===== config.mk =====
export PLATFORM = sky130hd
export DESIGN_NAME = axil_access_arbiter
export DESIGN_NICKNAME = d
export VERILOG_FILES = /design/src/rtl/axil_access_arbiter.sv
export SDC_FILE = /design/constraint.sdc
export NUM_CORES = 1
export LEC_CHECK = 0
export ABC_AREA = 1
export ABC_CLOCK_PERIOD_IN_PS = 4700
export BUFFER_PORTS_ARGS = -buffer_cell sky130_fd_sc_hd__buf_2
export CAP_MARGIN = 10
export CELL_PAD_IN_SITES_DETAIL_PLACEMENT = 1
export CELL_PAD_IN_SITES_GLOBAL_PLACEMENT = 1
export CORE_ASPECT_RATIO = 0.7
export CORE_MARGIN = 2
export CORE_UTILIZATION = 33
export DETAILED_ROUTE_END_ITERATION = 10
export PLACE_DENSITY = 0.93
export SLEW_MARGIN = 20
export SYNTH_ARGS = -nofsm -noshare
export SYNTH_HDL_FRONTEND = slang
export SYNTH_SLANG_ARGS = --single-unit
export TNS_END_PERCENT = 10

===== constraint.sdc =====
create_clock -name axi_aclk_in -period 4.7 [get_ports axi_aclk_in]
set_input_delay 1.175 -clock axi_aclk_in [delete_from_list [all_inputs] [get_ports axi_aclk_in]]
set_output_delay 1.175 -clock axi_aclk_in [all_outputs]
set_load 0.01 [all_outputs]

===== src/rtl/axil_access_arbiter.sv =====
// axil_access_arbiter: shares one AXI-Lite manager port between two
// register-access requesters, one transaction in flight, round-robin grant.
module axil_access_arbiter #(
  parameter int         DATA_WIDTH    = 32,
  parameter int         ADDRESS_WIDTH = 4,
  parameter logic [2:0] PROT          = 3'b000
) (
  input  logic                          axi_aclk_in,
  input  logic                          axi_areset_in,
  input  logic [1:0]                    req_valid_in,
  input  logic [1:0]                    req_write_in,
  input  logic [2*ADDRESS_WIDTH-1:0]    req_addr_in,
  input  logic [2*DATA_WIDTH-1:0]       req_wdata_in,
  input  logic [2*(DATA_WIDTH/8)-1:0]   req_wstrb_in,
  output logic [1:0]                    req_grant_out,
  output logic [1:0]                    req_done_out,
  output logic [DATA_WIDTH-1:0]         rsp_rdata_out,
  output logic [1:0]                    rsp_resp_out,
  output logic [ADDRESS_WIDTH-1:0]      m_axi_awaddr_out,
  output logic                          m_axi_awvalid_out,
  input  logic                          m_axi_awready_in,
  output logic [DATA_WIDTH-1:0]         m_axi_wdata_out,
  output logic [DATA_WIDTH/8-1:0]       m_axi_wstrb_out,
  output logic                          m_axi_wvalid_out,
  input  logic                          m_axi_wready_in,
  input  logic [1:0]                    m_axi_bresp_in,
  input  logic                          m_axi_bvalid_in,
  output logic                          m_axi_bready_out,
  output logic [ADDRESS_WIDTH-1:0]      m_axi_araddr_out,
  output logic                          m_axi_arvalid_out,
  input  logic                          m_axi_arready_in,
  input  logic [DATA_WIDTH-1:0]         m_axi_rdata_in,
  input  logic [1:0]                    m_axi_rresp_in,
  input  logic                          m_axi_rvalid_in,
  output logic                          m_axi_rready_out,
  output logic [2:0]                    m_axi_awprot_out,
  output logic [2:0]                    m_axi_arprot_out
);

  localparam int AW = ADDRESS_WIDTH;
  localparam int DW = DATA_WIDTH;
  localparam int SW = DATA_WIDTH / 8;

  typedef enum logic [2:0] {
    IDLE, WR_ADDR, WR_RESP, RD_ADDR, RD_RESP, DONE
  } state_t;

  state_t          state_q, state_d;
  logic            id_q, id_d;
  logic            fav_q, fav_d;
  logic [AW-1:0]   addr_q, addr_d;
  logic [DW-1:0]   data_q, data_d;
  logic [SW-1:0]   strb_q, strb_d;
  logic            awv_q, awv_d;
  logic            wv_q, wv_d;
  logic            arv_q, arv_d;
  logic            br_q, br_d;
  logic            rr_q, rr_d;
  logic [1:0]      grant_q, grant_d;
  logic [1:0]      done_q, done_d;
  logic [1:0]      resp_q, resp_d;
  logic [DW-1:0]   rdata_q, rdata_d;
  logic            win;

  // fav_q names the requester that wins a tie
  always_comb begin
    state_d = state_q;
    id_d    = id_q;
    fav_d   = fav_q;
    addr_d  = addr_q;
    data_d  = data_q;
    strb_d  = strb_q;
    awv_d   = awv_q;
    wv_d    = wv_q;
    arv_d   = arv_q;
    br_d    = br_q;
    rr_d    = rr_q;
    grant_d = '0;
    done_d  = '0;
    resp_d  = resp_q;
    rdata_d = rdata_q;
    win     = (&req_valid_in) ? fav_q
                              : ~req_valid_in[0];
    unique case (state_q)
      IDLE: begin
        if (|req_valid_in) begin
          id_d = win;
          grant_d[win] = 1'b1;
          addr_d = win ? req_addr_in[2*AW-1:AW]
                       : req_addr_in[AW-1:0];
          data_d = win ? req_wdata_in[2*DW-1:DW]
                       : req_wdata_in[DW-1:0];
          strb_d = win ? req_wstrb_in[2*SW-1:SW]
                       : req_wstrb_in[SW-1:0];
          if (req_write_in[win]) begin
            state_d = WR_ADDR;
            awv_d   = 1'b1;
            wv_d    = 1'b1;
          end else begin
            state_d = RD_ADDR;
            arv_d   = 1'b1;
          end
        end
      end
      WR_ADDR: begin
        if (m_axi_awready_in) awv_d = 1'b0;
        if (m_axi_wready_in)  wv_d  = 1'b0;
        if (!awv_d && !wv_d) begin
          state_d = WR_RESP;
          br_d    = 1'b1;
        end
      end
      WR_RESP: begin
        if (m_axi_bvalid_in) begin
          resp_d       = m_axi_bresp_in;
          br_d         = 1'b0;
          done_d[id_q] = 1'b1;
          state_d      = DONE;
        end
      end
      RD_ADDR: begin
        if (m_axi_arready_in) begin
          arv_d   = 1'b0;
          rr_d    = 1'b1;
          state_d = RD_RESP;
        end
      end
      RD_RESP: begin
        if (m_axi_rvalid_in) begin
          rdata_d      = m_axi_rdata_in;
          resp_d       = m_axi_rresp_in;
          rr_d         = 1'b0;
          done_d[id_q] = 1'b1;
          state_d      = DONE;
        end
      end
      DONE: begin
        fav_d   = ~id_q;
        state_d = IDLE;
      end
      default: state_d = IDLE;
    endcase
  end

  always_ff @(posedge axi_aclk_in or posedge axi_areset_in) begin
    if (axi_areset_in) begin
      state_q <= IDLE;
      id_q    <= 1'b0;
      fav_q   <= 1'b0;
      addr_q  <= '0;
      data_q  <= '0;
      strb_q  <= '0;
      awv_q   <= 1'b0;
      wv_q    <= 1'b0;
      arv_q   <= 1'b0;
      br_q    <= 1'b0;
      rr_q    <= 1'b0;
      grant_q <= '0;
      done_q  <= '0;
      resp_q  <= '0;
      rdata_q <= '0;
    end else begin
      state_q <= state_d;
      id_q    <= id_d;
      fav_q   <= fav_d;
      addr_q  <= addr_d;
      data_q  <= data_d;
      strb_q  <= strb_d;
      awv_q   <= awv_d;
      wv_q    <= wv_d;
      arv_q   <= arv_d;
      br_q    <= br_d;
      rr_q    <= rr_d;
      grant_q <= grant_d;
      done_q  <= done_d;
      resp_q  <= resp_d;
      rdata_q <= rdata_d;
    end
  end

  assign req_grant_out     = grant_q;
  assign req_done_out      = done_q;
  assign rsp_rdata_out     = rdata_q;
  assign rsp_resp_out      = resp_q;
  assign m_axi_awaddr_out  = addr_q;
  assign m_axi_awvalid_out = awv_q;
  assign m_axi_wdata_out   = data_q;
  assign m_axi_wstrb_out   = strb_q;
  assign m_axi_wvalid_out  = wv_q;
  assign m_axi_bready_out  = br_q;
  assign m_axi_araddr_out  = addr_q;
  assign m_axi_arvalid_out = arv_q;
  assign m_axi_rready_out  = rr_q;
  assign m_axi_awprot_out  = PROT;
  assign m_axi_arprot_out  = PROT;

endmodule


# --- Word-level counts from Yosys, hierarchy flattened ---
# Cells that the tools add are included.
classes:
  addsub: 0
  multipliers: 0
  div: 0
  n_lt_le_gt_ge: 4
  n_eq_ne: 12
  shift: 0
  n_mux: 43
  bitwise_logic: 2
  n_reduce_logical: 21
ops:
  columns: ["op", "count"]
  rows:
  - ["$mux 32", 1]
  - ["$mux 1", 18]
  - ["$mux 3", 5]
  - ["$pmux 3 s5", 1]
  - ["$mux 2", 7]
  - ["$ne 2x2->1 const B", 7]
  - ["$reduce_and 3->1", 4]
  - ["$pmux 1 s2", 5]
  - ["$reduce_bool 2->1", 5]
  - ["$mux 4", 2]
  - ["$pmux 2 s2", 2]
  - ["$eq 3x2->1 const B", 2]
  - ["$eq 3x3->1 const B", 2]
  - ["$reduce_and 2->1", 3]
  - ["$reduce_and 5->1", 1]
  - ["$lt 1x2->1 const B", 2]
  - ["$reduce_and 4->1", 1]
  - ["$eq 3x1->1 const B", 1]
  - ["$logic_and 1x1->1", 3]
  - ["$logic_not 3->1", 1]
  - ["$demux 1 s1", 2]
  - ["$ge 1x1->1 const B", 2]
  - ["$logic_not 1->1", 2]
  - ["$not 1->1", 2]
  - ["$reduce_or 2->1", 1]
word_totals:
  register_bits: 88
  latchBits: 0
  ramBits: 0
  mem_bits_ro: 0
  in_bits: 127
  output_inout_bits: 93
  word_cells: 97
  n_memories: 0

# --- Depth between registers and ports, before layout ---
depth:
  ltp_word: 8
  depth_mapped: 8
  depth_no_buf: 8

# --- Worst setup path after synthesis ---
# Ideal clock, no wire load.
synth_path:
  kind: "in2reg"
  from: "in req_valid_in[1]"
  to: "reg data_q[5], in the netlist m_axi_wdata_out[5]"
  setup_ns: 0.076
  arrival_ns: 1.915
  t_required_ns: 4.624
  slack_ns: 2.709
  path_stages: 6
  n_path_buf: 1
  cell_sequence: "nand2_1 -> nand2_2 -> inv_1 -> clkbuf_1 -> o21ai_0 -> o21ai_1"
synth_between:
  elab_chain_cells: 3
synth_lines:
  columns: ["item", "line", "source"]
  rows:
  - ["from (decl)", "10", "input logic [1:0] req_valid_in,"]
  - ["$reduce_and 2->1", "82", "win = (&req_valid_in) ? fav_q"]
  - ["$mux 1", "82", null]
  - ["$mux 32", "91", "data_d = win ? req_wdata_in[2*DW-1:DW]"]
  - ["to (signal assigned)", "167", "data_q <= data_d;"]
  - ["to (decl)", "52", "logic [DW-1:0] data_q, data_d;"]
# Several ways; a longest one is shown, not always the timed one.
# A chain may end at the register's enable or synchronous reset.

# --- Worst setup path in the final report ---
layout_path:
  from: "in m_axi_rvalid_in"
  to: "reg rr_q, in the netlist m_axi_rready_out"
layout_between:
  elab_chain_cells: 2
layout_lines:
  columns: ["item", "line", "source"]
  rows:
  - ["from (decl)", "34", "input logic m_axi_rvalid_in,"]
  - ["$ne 2x2->1 (no line)", null, null]
  - ["$reduce_and 3->1 (no line)", null, null]
  - ["to (signal assigned)", "173", "rr_q <= rr_d;"]
  - ["to (decl)", "58", "logic rr_q, rr_d;"]
# Every way passes these cells.

==> flow_summary.toml <==
[outcome]
status = "finished clean"

[grt]
grt_util_all_layers = 0.197
grt_max_degree = 50
antenna_found_initial = 1
grt_pass1_vias = 4070
grt_pass1_wl_um = 19900
gr-total-overflow = 0

[sta]
rsz0062_at_grt = "no"
finalSetupViolCount = 0
clock.fmax_ghz = 0.389
fin_skew_ns = 0.0103
tightest_slew_ns = 0.852
drv_slew = 0
final-hold-violation-count = 0
slew_headroom = 0.432
period_needed_ns = 2.57
tns_ns = 0
min_period_over_period = 0.547

[worst_setup_path]
critPathCaptureType = "flop"
worst-path-buf-inv = 2
critPathRequiredTime_ns = 4.93
worstPathMaxFanout = 34
path_class = "in -> reg"
arrival_ns = 2.80
start_kind = "primary input"
max_stage_delay_ns = 0.70
slowest_stage = "inv_2"
worstPathCellList = "buf_2, nand3_2, inv_2, o21ai_0, nand2_1, nand2_1"
critPathTopFamily = "buffers and inverters"
cpMostUsedCell = "nand2_1"

[yosys]
synth_top_area_cell = "dfrtp_1"
synth_top_area_share = 0.562
avgSynthCellArea_um2 = 8.24
yosysUniqueCellTypes = 23
synthFlopType = "dfrtp_1"
yosysMostFrequentCell = "nand2_1"
ys_seq_elements = 88
synth_edf_count = 0
seq_area_frac_synth = 0.562
ys_top_cells_by_count = "nand2_1, dfrtp_1, o21ai_1, nor2_1, inv_1"
synthTopCellsByArea = "dfrtp_1, nand2_1, o21ai_1, nor2_1, buf_4"
netlist_instances = 476
synth_warnings = 0
synthArstFlopShare = 1.00
syn_area_um2 = 3920

[power]
power.total_mw = 3.57
p_leak_nw = 2.98
swShare = 0.402
power_density_nw_per_um2 = 669
ir_drop_v = 0.000223
sequentialPowerShare = 0.379
clockPowerShare = 0.217
p_int_mw = 2.13
p_comb_frac = 0.403
switchingPower_mw = 1.43

[route]
via_count = 3935
dr.pass1.iters = 4
drc = 0
drt_iter0_markers = 79
drt-total-wl_um = 12700
ant_nets = 0
wire_per_inst_um = 15.2
avgViaCountPerCell = 4.71

[clock_tree]
cts_tree = "done"
cts.clk_slew.worst_paths_ns = 0.07
hold_buffers = 0
clk_path_buf_depth = 2
ctsResizeCount = 0
cts_setup_buffers = 0
cts_sinks = 88
htree_levels = 3
clk_latency_ns = 0.34
clock-root-buffer = "clkbuf_16"
cts_inserted_buffers = 9

[place]
numPortBuffers = 213
hpwl_um = 9530
gp_congestion = 0.812

[floorplanning]
io_pins = 220
core_area_um2 = 11600
initial_core_util = 0.337
die_x_um = 134
fp.dieH_um = 95.2
placement_rows = 33
die_area_um2 = 12800

[min_path]
hold_path_class = "reg -> reg"

[final_layout]
final_nets = 801
drive_gt1_frac = 0.358
antenna-diode-count = 0
areaGrowthSynthToFinish_pct = 36.0

[run]
cap_violations = 0
-- registers in the layout, summed over array words and instances (netlist names) --
register and count:
fav_q 1, id_q 1, m_axi_araddr_out 4, m_axi_arvalid_out 1
m_axi_awvalid_out 1, m_axi_bready_out 1, m_axi_rready_out 1, m_axi_wdata_out 32
m_axi_wstrb_out 4, m_axi_wvalid_out 1, req_done_out 2, req_grant_out 2
rsp_rdata_out 32, rsp_resp_out 2, state_q 3
-- cells by family (layout without fill, tap and decap cells) --
logic type / after synthesis / count (layout) / synth area share
DFF: 88 / 88 / 0.562
other: 1 / 6 / 0.000956
buffers and inverters: 54 / 252 / 0.0731
and+or+nand+nor: 238 / 238 / 0.242
AOI/OAI and AO/OA: 95 / 95 / 0.123
-- path summary, 6_finish.rpt --
check | start | end | slack [ns] | cells after the start
worst min register to register | id_q | req_done_out[0] | 0.44 | 1
worst max register to register | state_q[2] | m_axi_rready_out | 2.24 | 5
min in group asynchronous | axi_areset_in | rsp_rdata_out[29] | 0.98 | 2
worst max-delay path | m_axi_rvalid_in | m_axi_rready_out | 2.13 | 6
max in group asynchronous | axi_areset_in | rsp_rdata_out[14] | 2.68 | 3
worst min-delay path | id_q | req_done_out[0] | 0.44 | 1
-- power by group through the flow --
stage	registers, mW	clock network [mW]	logic, mW
after floorplan	1.48	0	0.753
after global placement	1.34	0	1.38
after detailed placement	1.36	0	1.46
after CTS	1.35	0.794	1.47
after global routing	1.40	0.823	1.63
final	1.35	0.775	1.44
-- metrics by stage --
stage               hold WS [ns]  cell area (µm²)  utilization  worst slack (ns)  instances
CTS                        0.443             5330        0.458              2.14        836
finish                     0.437             5330        0.458              2.13        836
detailed placement         0.443             5010        0.431              1.78        820
global route               0.470             5330        0.458              1.93        836
global placement           0.431             5010        0.431              1.87        820
floorplan                  0.418             3940            -              1.25        481
-- cells in the final DEF (no fill, tap or decap), types with 4 or more instances in the layout --
cell type and count:
nand2_1 168, nor2_1 50, inv_1 15, nand3_1 11, inv_2 4, a21oi_1 6, clkbuf_16 9, dfrtp_1 88
o21ai_1 71, conb_1 6, buf_2 213, o21ai_0 16
-- routing by layer --
| layer | GRT usage | up-vias | wire length [µm] |
|---|---|---|---|
| met3 | 0.0643 | 15 | 1180 |
| met1 | 0.244 | 1874 | 5350 |
| met2 | 0.337 | 157 | 6060 |
| li1 | - | 1889 | - |
| met5 | 0 | - | 0 |
| met4 | 0.0482 | 0 | 134 |
-- cell type report --
type	instances	area, µm²
clock buffer	10	229
clock inverter	6	90.1
fill	1485	6310
inverter	21	82.6
multi-input combinational	339	1450
sequential	88	2200
tap	157	196
timing repair buffer	215	1080
(Power assumes the default switching activity.)
